### src/rtl/branch_resolver_if.sv
// Signal bundle between the IF/ID pipeline stages and the branch resolver.
// The slave modport is the resolver side and the master modport is the pipeline/driver side.
interface branch_resolver_if;
  logic        stall;
  logic        pred_valid;
  logic [31:0] pred_pc;
  logic        pred_taken;
  logic [31:0] pred_target;
  logic [31:0] pred_fallthru;
  logic        resolve_valid;
  logic        resolve_taken;
  logic [31:0] lookup_pc;
  logic        bht_taken;
  logic        flush;
  logic [31:0] redirect_pc;
  logic [15:0] branch_cnt;
  logic [15:0] miss_cnt;

  modport slave (
    input  stall, pred_valid, pred_pc, pred_taken, pred_target, pred_fallthru,
    input  resolve_valid, resolve_taken, lookup_pc,
    output bht_taken, flush, redirect_pc, branch_cnt, miss_cnt
  );

  modport master (
    output stall, pred_valid, pred_pc, pred_taken, pred_target, pred_fallthru,
    output resolve_valid, resolve_taken, lookup_pc,
    input  bht_taken, flush, redirect_pc, branch_cnt, miss_cnt
  );
endinterface

### src/rtl/branch_resolver.sv
// 8-entry 2-bit BHT with a one-deep pending branch. Prediction and flush are combinational and
// resolve in the same cycle; stall freezes all state and masks flush.
module branch_resolver (
  input logic              clk,
  input logic              rst,
  branch_resolver_if.slave br
);
  typedef struct packed {
    logic [31:0] pc;
    logic        taken;
    logic [31:0] target;
    logic [31:0] fallthru;
  } pend_t;

  logic [7:0][1:0] bht;
  pend_t           pend_dat;
  logic            pend_vld;
  logic [15:0]     branch_cnt_q;
  logic [15:0]     miss_cnt_q;
  logic            accept;
  logic            mispredict;
  logic [2:0]      upd_idx;
  logic [1:0]      upd_cnt;
  logic            unused_pc_bits;

  assign unused_pc_bits = ^{br.lookup_pc[31:5], br.lookup_pc[1:0],
                            pend_dat.pc[31:5], pend_dat.pc[1:0]};

  // Read port deliberately sees the pre-update table value.
  assign br.bht_taken  = bht[br.lookup_pc[4:2]][1];
  assign br.branch_cnt = branch_cnt_q;
  assign br.miss_cnt   = miss_cnt_q;

  always_comb begin
    accept         = br.resolve_valid && !br.stall && pend_vld && !rst;
    mispredict     = accept && (pend_dat.taken != br.resolve_taken);
    br.flush       = mispredict;
    br.redirect_pc = '0;
    if (mispredict) begin
      br.redirect_pc = pend_dat.taken ? pend_dat.fallthru : pend_dat.target;
    end
  end

  always_comb begin
    upd_idx = pend_dat.pc[4:2];
    upd_cnt = bht[upd_idx];
    if (br.resolve_taken && (upd_cnt != 2'b11)) begin
      upd_cnt = upd_cnt + 2'b01;
    end else if (!br.resolve_taken && (upd_cnt != 2'b00)) begin
      upd_cnt = upd_cnt - 2'b01;
    end
  end

  always_ff @(posedge clk) begin
    if (rst) begin
      bht          <= {8{2'b01}};
      pend_dat     <= '0;
      pend_vld     <= 1'b0;
      branch_cnt_q <= '0;
      miss_cnt_q   <= '0;
    end else if (!br.stall) begin
      if (accept) begin
        bht[upd_idx] <= upd_cnt;
        if (branch_cnt_q != 16'hFFFF) branch_cnt_q <= branch_cnt_q + 16'd1;
        if (mispredict && (miss_cnt_q != 16'hFFFF)) miss_cnt_q <= miss_cnt_q + 16'd1;
      end
      // A new IF branch is wrong-path and dropped when the older one mispredicts.
      if (br.pred_valid && !mispredict) begin
        pend_dat <= '{pc:       br.pred_pc,
                      taken:    br.pred_taken,
                      target:   br.pred_target,
                      fallthru: br.pred_fallthru};
        pend_vld <= 1'b1;
      end else if (accept) begin
        pend_vld <= 1'b0;
      end
    end
  end
endmodule

### src/flat_wrapper.sv
// flat-port wrapper written by rule: the top's interface ports become plain ports
module branch_resolver_flat 
  (clk, rst, br_stall, br_pred_valid, br_pred_pc, br_pred_taken, br_pred_target, br_pred_fallthru, br_resolve_valid, br_resolve_taken, br_lookup_pc, br_bht_taken, br_flush, br_redirect_pc, br_branch_cnt, br_miss_cnt);
  branch_resolver_if br_i ();
  input logic clk;
  input logic rst;
  input wire logic [$bits(br_i.stall)-1:0] br_stall;
  input wire logic [$bits(br_i.pred_valid)-1:0] br_pred_valid;
  input wire logic [$bits(br_i.pred_pc)-1:0] br_pred_pc;
  input wire logic [$bits(br_i.pred_taken)-1:0] br_pred_taken;
  input wire logic [$bits(br_i.pred_target)-1:0] br_pred_target;
  input wire logic [$bits(br_i.pred_fallthru)-1:0] br_pred_fallthru;
  input wire logic [$bits(br_i.resolve_valid)-1:0] br_resolve_valid;
  input wire logic [$bits(br_i.resolve_taken)-1:0] br_resolve_taken;
  input wire logic [$bits(br_i.lookup_pc)-1:0] br_lookup_pc;
  output wire logic [$bits(br_i.bht_taken)-1:0] br_bht_taken;
  output wire logic [$bits(br_i.flush)-1:0] br_flush;
  output wire logic [$bits(br_i.redirect_pc)-1:0] br_redirect_pc;
  output wire logic [$bits(br_i.branch_cnt)-1:0] br_branch_cnt;
  output wire logic [$bits(br_i.miss_cnt)-1:0] br_miss_cnt;
  assign br_i.stall = br_stall;
  assign br_i.pred_valid = br_pred_valid;
  assign br_i.pred_pc = br_pred_pc;
  assign br_i.pred_taken = br_pred_taken;
  assign br_i.pred_target = br_pred_target;
  assign br_i.pred_fallthru = br_pred_fallthru;
  assign br_i.resolve_valid = br_resolve_valid;
  assign br_i.resolve_taken = br_resolve_taken;
  assign br_i.lookup_pc = br_lookup_pc;
  assign br_bht_taken = br_i.bht_taken;
  assign br_flush = br_i.flush;
  assign br_redirect_pc = br_i.redirect_pc;
  assign br_branch_cnt = br_i.branch_cnt;
  assign br_miss_cnt = br_i.miss_cnt;
  branch_resolver u_core (.clk(clk), .rst(rst), .br(br_i));
endmodule
### config.mk
export PLATFORM = sky130hd
export DESIGN_NAME = branch_resolver_flat
export DESIGN_NICKNAME = d
export VERILOG_FILES = /design/src/rtl/branch_resolver_if.sv /design/src/rtl/branch_resolver.sv /design/src/flat_wrapper.sv
export SDC_FILE = /design/constraint.sdc
export NUM_CORES = 1
export LEC_CHECK = 0
export BUFFER_PORTS_ARGS = -buffer_cell sky130_fd_sc_hd__buf_2
export CORE_ASPECT_RATIO = 0.6
export CORE_MARGIN = 3
export CORE_UTILIZATION = 50
export DETAILED_ROUTE_END_ITERATION = 8
export PLACE_DENSITY_LB_ADDON = 0.15
export SYNTH_ARGS = -nofsm -noshare
export SYNTH_HDL_FRONTEND = slang
export SYNTH_SLANG_ARGS = --single-unit
### constraint.sdc
create_clock -name clk -period 3.8 [get_ports clk]
set_input_delay 0.19 -clock clk [delete_from_list [all_inputs] [get_ports clk]]
set_output_delay 0.19 -clock clk [all_outputs]
set_load 0.02 [all_outputs]
After elaboration in Yosys (flattened, before gate mapping)
Index checks and enable logic that the tools add are counted.
{ "totals": {"memories": 0, "elab_cells": 60, "ramBits": 0, "inputBits": 135, "reg_bits": 119, "out_inout_bits": 66, "latch_bits": 0, "mem_bits_ro": 0} }
{ "op_classes": {"n_shift": 0, "n_mux": 13, "bitwise": 1, "reduce_logical": 20, "n_addsub": 4, "order_cmp": 3, "n_div": 0, "n_eq_ne": 4, "n_mul": 0} }
{ "op_table": {"columns": ["op", "count"], "rows": [
  ["$mux W32", 2],
  ["$add A16 B1 Y16 const B", 2],
  ["$ne A16 B16 Y1 const B", 2],
  ["$bwmux W16", 1],
  ["$bmux W2 S3", 2],
  ["$mux W2", 5],
  ["$logic_and A1 B1 Y1", 9],
  ["$lt A3 B4 Y1 const B", 2],
  ["$demux W2 S3", 1],
  ["$reduce_and A2 Y1", 3],
  ["$reduce_and A3 Y1", 2],
  ["$logic_not A1 Y1", 4],
  ["$reduce_bool A2 Y1", 2],
  ["$ge A3 B1 Y1 const B", 1],
  ["$add A2 B1 Y2 const B", 1],
  ["$mux W1", 2],
  ["$ne A2 B2 Y1 const B", 1],
  ["$sub A2 B1 Y2 const B", 1],
  ["$ne A1 B1 Y1", 1],
  ["$not A1 Y1", 1]
]} }

Depth between registers and ports, before layout
{ "depth": {"word_depth": 9, "ltp_mapped": 11, "ltp_nobuf": 9} }

Least setup slack after synthesis
OpenSTA, ideal clock, no wires.
{ "synth_timing": {"path_kind": "register to register", "startpoint": "register u_core.pend_dat[67] (netlist bit)", "endpoint": "register u_core.bht[11] (netlist bit)", "path_stages_with_launch": 11, "setup_time_ps": 76, "slack_ps": 947, "arrival_time_ps": 2777, "path_buffers": 2, "period_less_slack_ps": 2853, "required_ps": 3724, "path_cell_list": "dfxtp_1 clkbuf_1 mux2_2 mux4_2 clkbuf_1 nor2_1 inv_1 ha_1 mux2i_1 o21ai_1 o21ai_0"} }
{ "synth_via": {"elab_chain_cells": 7, "word_cells_on_any_way": 16, "classes_between": "add/sub (2); order compare (2); eq/ne (1); mux (7); reduce/logical (4)"} }
{ "synth_lines": {"columns": ["element", "line_no", "source"], "rows": [
  ["start, declared", "branch_resolver.sv:16", "pend_t pend_dat;"],
  ["start signal, assigned", "branch_resolver.sv:69", "pend_dat <= '{pc: br.pred_pc,"],
  ["parallel branches: the longest is 6 deep, another holds $sub A2 B1 Y2", null, null],
  ["$bwmux W16 (*)", "branch_resolver.sv:63", "bht[upd_idx] <= upd_cnt;"],
  ["end signal, assigned", "branch_resolver.sv:56", "bht <= {8{2'b01}};"],
  ["end signal, assigned by index", "branch_resolver.sv:63", null],
  ["end, declared", "branch_resolver.sv:15", "logic [7:0][1:0] bht;"]
]} }
Every way passes the cells marked *. The select of a mux whose other input is x is not followed.
A chain may end at the register's enable or synchronous reset.

Final worst setup path
{ "layout_timing": {"startpoint": "input rst", "endpoint": "output br_redirect_pc[1]"} }
{ "layout_via": {"elab_chain_cells": 4} }
{ "layout_lines": {"columns": ["element", "line_no", "source"], "rows": [
  ["start, declared", "flat_wrapper.sv:6", "input logic rst;"],
  ["$logic_not A1 Y1", "branch_resolver.sv:35", "accept = br.resolve_valid && !br.stall && pend_vld && !rst;"],
  ["$logic_and A1 B1 Y1", "branch_resolver.sv:35", null],
  ["$logic_and A1 B1 Y1", "branch_resolver.sv:36", "mispredict = accept && (pend_dat.taken != br.resolve_taken);"],
  ["$mux W32", "branch_resolver.sv:39", "if (mispredict) begin"],
  ["end, declared", "flat_wrapper.sv:18", "output wire logic [$bits(br_i.redirect_pc)-1:0] br_redirect_pc;"]
]} }
Every way passes these cells.

==> results.py <==
metrics = {
    "status": {
        "status": "finished, final reports clean",
    },
    "timing": {
        "min_period_ns": 2.957,
        "fin_hold_ws_ns": 0.01466,
        "relSlewSlack": 0.3262,
        "tns_ns": 0,
        "fin_skew_ns": 0.007871,
        "worst_pin_slew_ns": 1.001,
        "rsz0062_at_grt": "no",
        "fmax_mhz": 338.2,
        "fin_crit_sh": 0.7782,
        "finalHoldViolCount": 0,
        "slew_viol_final": 0,
        "setup_viol": 0,
    },
    "yosys": {
        "ys_seq_area_frac": 0.4149,
        "yosysTopAreaCell": "dfxtp_1",
        "synth_edf_count": 0,
        "synth.net_count": 758,
        "synth_ff_type": "dfxtp_1",
        "synth-async-reset-ratio": 0,
        "synthCells": 619,
        "ys_types": 49,
        "synthTopCellsByArea": "dfxtp_1, mux2i_1, nor2_1",
        "syn_area_um2": 5645,
        "synth-seq-cells": 117,
        "syn_avg_cell_area_um2": 9.120,
        "synth_top_area_share": 0.4149,
        "yosys-top-cells-count": "nor2_1, dfxtp_1, mux2i_1",
        "synth_warnings": 0,
        "post-synth-top-count-cell": "nor2_1",
    },
    "worst_setup_path": {
        "path_common_cell": "buf_4",
        "crit_path_end_kind": "primary output",
        "setup.worst_path.class": "primary input to primary output",
        "start_kind": "primary input",
        "required_ns": 3.61,
        "worstReg2RegStart": "u_core.pend_dat[68]",
        "crit_path_max_incr_delay_ns": 0.55,
        "crit_slowest_cell": "dlygate4sd3_1",
        "worstPathArrival_ns": 2.77,
        "r2r_cells": 8,
        "rrSetupSlack_ns": 0.89,
        "rr_endpoint": "u_core.bht[12]",
        "worstPathMaxFanout": 26,
        "crit_chain": "dlygate4sd3_1 > buf_4 > nor4bb_4 > buf_4 > nand2_1 > buf_4 > nor2_1 > buf_2",
    },
    "pwr": {
        "total_power_mw": 3.311,
        "pwr_density_cell_nw_per_um2": 460.2,
        "p_leak_nw": 2.938,
        "peakVddDrop_mv": 0.3607,
    },
    "routing": {
        "postRouteAntennaNets": 0,
        "wl_um": 14810,
        "drtPass1Iterations": 5,
        "dr.first_iter.drc_count": 372,
        "vias": 5166,
        "avgRoutedWirePerCell_um": 16.37,
        "viasPerCell": 5.708,
        "post-route-drc-count": 0,
    },
    "grt": {
        "grt_pass1_wl_um": 23340,
        "antenna_found_initial": 1,
        "grt_start_max_net_pins": 74,
        "grt.total_usage": 0.2300,
        "grt-ovfl-total": 0,
        "grt_pass1_vias": 4846,
    },
    "clock_network": {
        "clockBufferDepth": 2,
        "cts_setup_buffers": 0,
        "cts_tree": "done",
        "clk_latency_ns": 0.41,
        "cts_root_buffer": "clkbuf_16",
        "numClockSinks": 117,
        "clk_pin_slew_worst_paths_ns": 0.05,
        "cts_inserted_buffers": 17,
        "htreeDepth": 4,
    },
    "worst_hold_path": {
        "min_path_cells": 3,
        "hp-start": "br_pred_fallthru[6]",
        "hold_end": "u_core.pend_dat[6]",
        "min_path_type": "primary input to flop",
    },
    "die": {
        "die_h_um": 88.31,
        "dieArea_um2": 12640,
        "rows": 29,
        "top_level_ports": 201,
        "start_util": 0.5239,
        "fp.coreArea_um2": 10780,
        "dieWidth_um": 143.2,
    },
    "final_layout": {
        "drive_gt1_frac": 0.2689,
        "area_growth_pct": 27.44,
        "fin_nets": 892,
        "diodes": 0,
    },
    "place": {
        "port_buffers": 142,
        "gp_congestion": 0.7804,
        "place_hpwl_um": 10060,
    },
    "flow_run": {
        "maxCapViolations": 0,
    },
}
==> sequential cells by signal (all words and copies together) (netlist names) <==
name	flops
u_core.pend_vld	1
u_core.pend_dat	68
u_core.bht	16
u_core.br.branch_cnt	16
u_core.br.miss_cnt	16
==> through the flow <==
step | cell area, um^2 | std cells | utilization | setup slack [ns]
floorplan | 5645 | 619 | - | 0.9469
global placement | 6471 | 867 | 0.6005 | 1.066
detailed placement | 6471 | 867 | 0.6005 | 0.9409
CTS | 7184 | 904 | 0.6667 | 0.8548
global route | 7194 | 905 | 0.6676 | 0.6578
finish | 7194 | 905 | 0.6676 | 0.8430
==> logic make-up after synthesis <==
kind of cell,after synthesis,synth area share
AO/OA/AOI/OAI,68,0.07957
XOR/XNOR,1,0.001552
adder cells (fa/ha/maj),4,0.008866
buffers and inverters,57,0.04056
flip-flops,117,0.4149
multiplexers,129,0.2425
AND/OR/NAND/NOR,243,0.2121
==> worst max-delay path by stage <==
| stage | cells past startpoint | startpoint | endpoint |
|---|---|---|---|
| final | 8 | rst | br_redirect_pc[1] |
| after global routing | 8 | u_core.pend_dat[68] | u_core.bht[12] |
| after CTS | 8 | rst | br_redirect_pc[1] |
| after floorplan | 10 | u_core.pend_dat[67] | u_core.bht[11] |
| after detailed placement | 8 | u_core.pend_dat[68] | u_core.bht[12] |
| after global placement | 8 | u_core.pend_dat[68] | u_core.bht[12] |
==> routing by layer <==
| layer | vias to the layer above | global-route usage | part of all wire |
|---|---|---|---|
| li1 | 2510 | - | - |
| met1 | 2420 | 0.3056 | 0.44 |
| met3 | 21 | 0.07829 | 0.093 |
| met2 | 213 | 0.3518 | 0.45 |
| met4 | 2 | 0.08283 | 0.013 |
| met5 | - | 0 | 0.00088 |
==> critical path, delay by kind of cell <==
family,cells,cell delay (ns)
AND/OR/NAND/NOR,3,0.91
buffers and inverters,5,1.64
==> area by class of cell <==
type,instances,area [um^2]
clock buffer,18,439.2
clock inverter,14,224.0
fill,897,3582
inverter,14,52.55
multi-input combinational,445,3100
sequential,117,2344
tap,139,173.9
timing repair buffer,158,860.8
==> layout by cell type, fill, tap and decap left out, types with 6 or more instances in the layout <==
| cell type | count |
|---|---|
| buf_2 | 141 |
| nor2_1 | 123 |
| dfxtp_1 | 116 |
| mux2i_1 | 112 |
| nand3_1 | 24 |
| a21oi_1 | 23 |
| nand2_1 | 17 |
| clkbuf_16 | 17 |
| inv_1 | 14 |
| nand4_1 | 13 |
| or4_1 | 13 |
| mux2_2 | 11 |
| buf_4 | 10 |
| nor3_1 | 9 |
| o31ai_1 | 9 |
| nor2b_1 | 8 |
| o21ai_0 | 8 |
| o41ai_1 | 6 |
| dlygate4sd3_1 | 6 |
==> repair_timing <==
action                                 4_1_cts  5_1_grt
hold buffers                                 5        1
endpoints found under the hold margin        5        1
resized for setup                            0        0
==> power breakdown <==
group          total, mW  switching (mW)  internal (mW)  leakage [nW]
combinational      0.235           0.124          0.110          1.68
clock               1.79           0.600           1.19         0.309
sequential          1.29          0.0243           1.26         0.952
(Power assumes the default switching activity.)
